<file path="config.mk">
export PLATFORM = sky130hd
export DESIGN_NAME = ah_resp_encoder
export DESIGN_NICKNAME = d
export VERILOG_FILES = /design/src/rtl/ah_resp_encoder.sv
export SDC_FILE = /design/constraint.sdc
export NUM_CORES = 1
export LEC_CHECK = 0
export ABC_CLOCK_PERIOD_IN_PS = 4600
export CORE_MARGIN = 8
export CORE_UTILIZATION = 37
export DETAILED_ROUTE_END_ITERATION = 10
export PLACE_DENSITY = 0.78
export SYNTH_ARGS = -nofsm -noshare
export SYNTH_HDL_FRONTEND = slang
export SYNTH_SLANG_ARGS = --single-unit
</file>
<file path="constraint.sdc">
create_clock -name clk -period 4.6 [get_ports clk]
set_input_delay 0.46 -clock clk [delete_from_list [all_inputs] [get_ports clk]]
set_output_delay 0.46 -clock clk [all_outputs]
set_load 0.01 [all_outputs]
</file>
<file path="src/rtl/ah_resp_encoder.sv">
// ============================================================================
// Module   : ah_resp_encoder
// Purpose  : Round-robin response-return arbiter and one-hot-to-binary encoder
//            feeding a single registered valid/ready egress port.
// Revision : 1.0 - initial release
// ============================================================================
`default_nettype none

module ah_resp_encoder #(
    parameter int NUM_CLIENTS = 8,
    parameter int ID_W        = 3,
    parameter int DATA_W      = 34
) (
    input  logic                          clk,
    input  logic                          rst_n,
    input  logic [NUM_CLIENTS-1:0]        client_req,
    input  logic [NUM_CLIENTS*DATA_W-1:0] client_pkt_field,
    output logic [NUM_CLIENTS-1:0]        client_ack,
    output logic                          egress_valid,
    input  logic                          egress_ready,
    output logic [DATA_W-1:0]             egress_pkt_field,
    output logic [ID_W-1:0]               egress_client_id,
    output logic                          enc_err
);

    localparam logic [ID_W:0]   c_num_clients = (ID_W+1)'(NUM_CLIENTS);
    localparam logic [ID_W-1:0] c_last_id     = ID_W'(NUM_CLIENTS - 1);

    typedef enum logic [0:0] {
        ST_IDLE = 1'b0,
        ST_HOLD = 1'b1
    } state_t;

    state_t                  r_state;
    state_t                  w_state_nxt;
    logic [ID_W-1:0]         r_rr_ptr;
    logic [NUM_CLIENTS-1:0]  r_req_q;
    logic [NUM_CLIENTS-1:0]  w_elig;
    logic                    w_found;
    logic [ID_W-1:0]         w_winner;
    logic [ID_W:0]           w_idx;
    logic [DATA_W-1:0]       w_sel_field;
    logic                    w_capture;
    logic                    w_release;

    // The client acked this cycle must not win again before it sees its ack.
    assign w_elig = client_req & ~client_ack;

    // Scan from the round-robin pointer upward, wrapping at NUM_CLIENTS.
    always_comb begin
        w_found  = 1'b0;
        w_winner = '0;
        w_idx    = '0;
        for (int k = 0; k < NUM_CLIENTS; k++) begin
            w_idx = {1'b0, r_rr_ptr} + (ID_W+1)'(k);
            if (w_idx >= c_num_clients) begin
                w_idx = w_idx - c_num_clients;
            end
            if (!w_found && w_elig[w_idx[ID_W-1:0]]) begin
                w_found  = 1'b1;
                w_winner = w_idx[ID_W-1:0];
            end
        end
    end

    always_comb begin
        w_sel_field = '0;
        for (int i = 0; i < NUM_CLIENTS; i++) begin
            if (w_winner == ID_W'(i)) begin
                w_sel_field = client_pkt_field[i*DATA_W +: DATA_W];
            end
        end
    end

    always_comb begin
        w_capture   = 1'b0;
        w_release   = 1'b0;
        w_state_nxt = r_state;
        case (r_state)
            ST_IDLE: begin
                w_capture = w_found;
            end
            ST_HOLD: begin
                w_capture = egress_ready && w_found;
                w_release = egress_ready && !w_found;
            end
            default: begin
                w_capture = 1'b0;
            end
        endcase
        if (w_capture) begin
            w_state_nxt = ST_HOLD;
        end else if (w_release) begin
            w_state_nxt = ST_IDLE;
        end
    end

    always_ff @(posedge clk or negedge rst_n) begin
        if (!rst_n) begin
            r_state <= ST_IDLE;
        end else begin
            r_state <= w_state_nxt;
        end
    end

    always_ff @(posedge clk or negedge rst_n) begin
        if (!rst_n) begin
            egress_valid     <= 1'b0;
            egress_pkt_field <= '0;
            egress_client_id <= '0;
            client_ack       <= '0;
            enc_err          <= 1'b0;
            r_rr_ptr         <= '0;
            r_req_q          <= '0;
        end else begin
            client_ack <= '0;
            if (w_capture) begin
                egress_valid     <= 1'b1;
                egress_pkt_field <= w_sel_field;
                egress_client_id <= w_winner;
                client_ack       <= NUM_CLIENTS'(1) << w_winner;
                r_rr_ptr         <= (w_winner == c_last_id) ? '0 : w_winner + ID_W'(1);
            end else if (w_release) begin
                egress_valid <= 1'b0;
            end
            // Acked requests leave the pending set so the post-ack drop is legal.
            r_req_q <= client_req & ~client_ack;
            enc_err <= |(r_req_q & ~client_req & ~client_ack);
        end
    end

endmodule

`default_nettype wire
</file>
==> reports/results.txt <==
FP Rows -> 48
Pre-antenna DRT Iters -> 7
Max-slew headroom -> 44.0%
Core Box Area -> 17100 µm²
Crit-path max FO -> 15
Crit path time final -> 4.34 ns
Synth area leader -> dfrtp_1
Post-route ant nets -> 0
Top_reg_cell synth -> dfrtp_1
Total track usage -> 25.6%
Synth Cell Area -> 6360 µm²
Max frequency -> 231 MHz
Vias in the first global route -> 7717
Most common cell after layout, fill and taps aside -> clkdlybuf4s50_1
Post-Layout Cell Count -> 1353
Met1 GRT Util -> 29.4%
Drt wl/cell -> 21.1 µm
Met3 Use GR -> 7.66%
Dpl hpwl -> 22700 µm
Max Clock Skew -> 0.00745 ns
Multi-input logic area -> 4150 µm²
Tightest Pin Transition -> 0.840 ns
Dpl cells -> 1337
Die width -> 147 µm
Final Setup Violations -> 0
CTS Sinks -> 58
Post-synth EDFFs -> 0
Fin nets -> 1414
Syn_area_per_cell -> 7.82 µm²
Synth Net Count -> 1105
Busiest grt layer -> met2
Startpoint types -> input pin
CTS Hold Bufs -> 0
Outcome -> finished, final reports clean
H-tree Lvls -> 3
Synth warnings -> 0
Hold crit path type -> in -> async
WP data required -> 4.81 ns
Async SR Flop Fraction -> 100%
CP Class -> in -> reg
Max-cap violations -> 0
Data arrival time of the worst path -> 4.54 ns
Hold Violations, Final -> 0
Endpoint class of the critical path -> flop
Grt ovf -> 0
Residual DRC -> 0
Clk pin slew, worst setup/hold paths -> 0.05 ns
Drt via density -> 5.51
Synth area leaders -> dfrtp_1, a21oi_1, o221ai_2
Flop2flop setup slack -> 0.30 ns
CTS tree -> done
Global-route wire length before repair -> 43600 µm
PortBufs -> 329
Max Slew Vio Count -> 0
Die area -> 21600 µm²
Gpl congestion -> 0.914
IO Pins -> 330
CTS max path bufs -> 2
Inserted Clock Buffers -> 9
Fillers -> 1556
Period Utilization, post-route -> 94.3%
Met2 usage -> 43.6%
Die height -> 147 µm
Total routed wirelength -> 28600 µm
Via count -> 7458
Largest net degree at the start of global routing -> 59
Iter 0 DRT Violations -> 551
Worst Slack Setup Final -> 0.264 ns
Initial Util -> 37.3%
Area fraction of the dominant cell type after synthesis -> 22.8%
CTS Root Buffer Type -> clkbuf_16
Cell variety after synth -> 76
Ratio of cells with drive above 1 in the final layout -> 15.5%
Post-synthesis register bit count -> 58
Seq/Total Area, Yosys -> 22.8%
Area growth syn-to-layout -> 60.6%
Fin Setup TNS -> 0 ns
Clk_lat worst skew -> 0.34 ns
Place WS -> -0.0680 ns
Most frequent cells in the layout -> clkdlybuf4s50_1, a21oi_1, nor2_1, nand2_1, inv_1
RSZ-0062 raised after global routing -> no
Initial antenna violation count -> 0
Mapped Cells -> 814
Antenna diodes -> 0
Setup bufs post-CTS -> 0
FF/Latch Area -> 1450 µm²
timing repair:
| item | CTS | global route |
|---|---|---|
| gates resized for setup | 0 | 2 |
| endpoints found under the hold margin | 0 | 0 |
| endpoints found under the setup margin | 0 | 34 |
synth_stat cells, types with 3 or more instances:
cell type,number
o22ai_1,4
nand2_1,80
nor2b_1,29
and2b_2,8
o21ai_0,59
or3b_2,3
and3_2,3
inv_1,75
a221oi_2,30
o221ai_1,3
mux2i_1,6
clkbuf_8,7
ha_1,8
clkbuf_1,36
a211oi_1,3
buf_2,11
buf_6,12
and3_1,3
nand3b_1,7
o21ai_1,13
mux4_2,6
nand2b_4,3
mux4_1,3
a21oi_1,113
buf_8,3
inv_2,3
buf_1,5
and2_1,4
nand3_1,6
o221ai_2,31
a31oi_1,36
a22oi_1,3
dfrtp_1,58
a221oi_1,5
nor2_1,83
worst paths after layout:
path / to / cells past startpoint / startpoint
min in group clk: enc_err / 2 / r_req_q[7]
max in group asynchronous: r_rr_ptr[0] / 2 / rst_n
min reg2reg: enc_err / 2 / r_req_q[7]
max: egress_pkt_field[23] / 17 / client_req[4]
min: egress_pkt_field[17] / 2 / rst_n
max reg2reg: egress_pkt_field[23] / 15 / r_rr_ptr[0]
cells by family (layout without fill, tap and decap cells):
kind of cell	Yosys count	after routing	synth area share (%)
simple gates	249	249	19.6
compound gates	321	321	38.1
mux	17	17	4.66
buf+inv	157	471	12.7
flops	58	58	22.8
xor+xnor	4	4	0.551
fa+ha+maj	8	8	1.57
state kept, by name, summed over array words and instances, names as in the netlist:
| register | count |
|---|---|
| egress_pkt_field | 34 |
| client_ack | 8 |
| r_req_q | 8 |
| egress_client_id | 3 |
| r_rr_ptr | 3 |
| egress_valid | 1 |
| enc_err | 1 |
layout make-up:
class	instances	share of cell area [%]
multi-input combinational	599	40.7
timing repair buffer	374	36.4
sequential	58	14.2
inverter	81	3.04
tap	225	2.76
clock buffer	9	2.20
clock inverter	7	0.772
metal layers:
metal	part of all wire, %	wire length (µm)	up-vias
met2	50	14400	310
met5	0	0	-
li1	-	-	3530
met1	38	10900	3564
met3	8.3	2360	54
met4	3.4	969	0
per-stage QoR:
step / hold WS [ns] / area (µm²) / utilization [%]
floorplan: 0.164 / 6360 / -
global placement: 0.473 / 9900 / 58.1
detailed placement: 0.474 / 9900 / 58.1
CTS: 0.337 / 10200 / 59.9
global route: 0.374 / 10200 / 59.9
finish: 0.317 / 10200 / 59.9
worst max-delay path: stages:
cell and delay (ns):
clkdlybuf4s50_1 0.44, or2b_1 0.24, inv_1 0.09, mux4_2 0.50, mux2i_1 0.26, nand2_2 0.14, or3_1 0.39, a311o_1 0.32
o21ai_1 0.11, buf_4 0.17, ha_4 0.23, buf_4 0.23, nor2_1 0.07, a21oi_1 0.23, o21ai_0 0.15, a221oi_2 0.35
o221ai_2 0.14
Power is left out: the tool's default activity adds up to more than one toggle a clock period on the data nets, which glitch-free logic cannot reach.
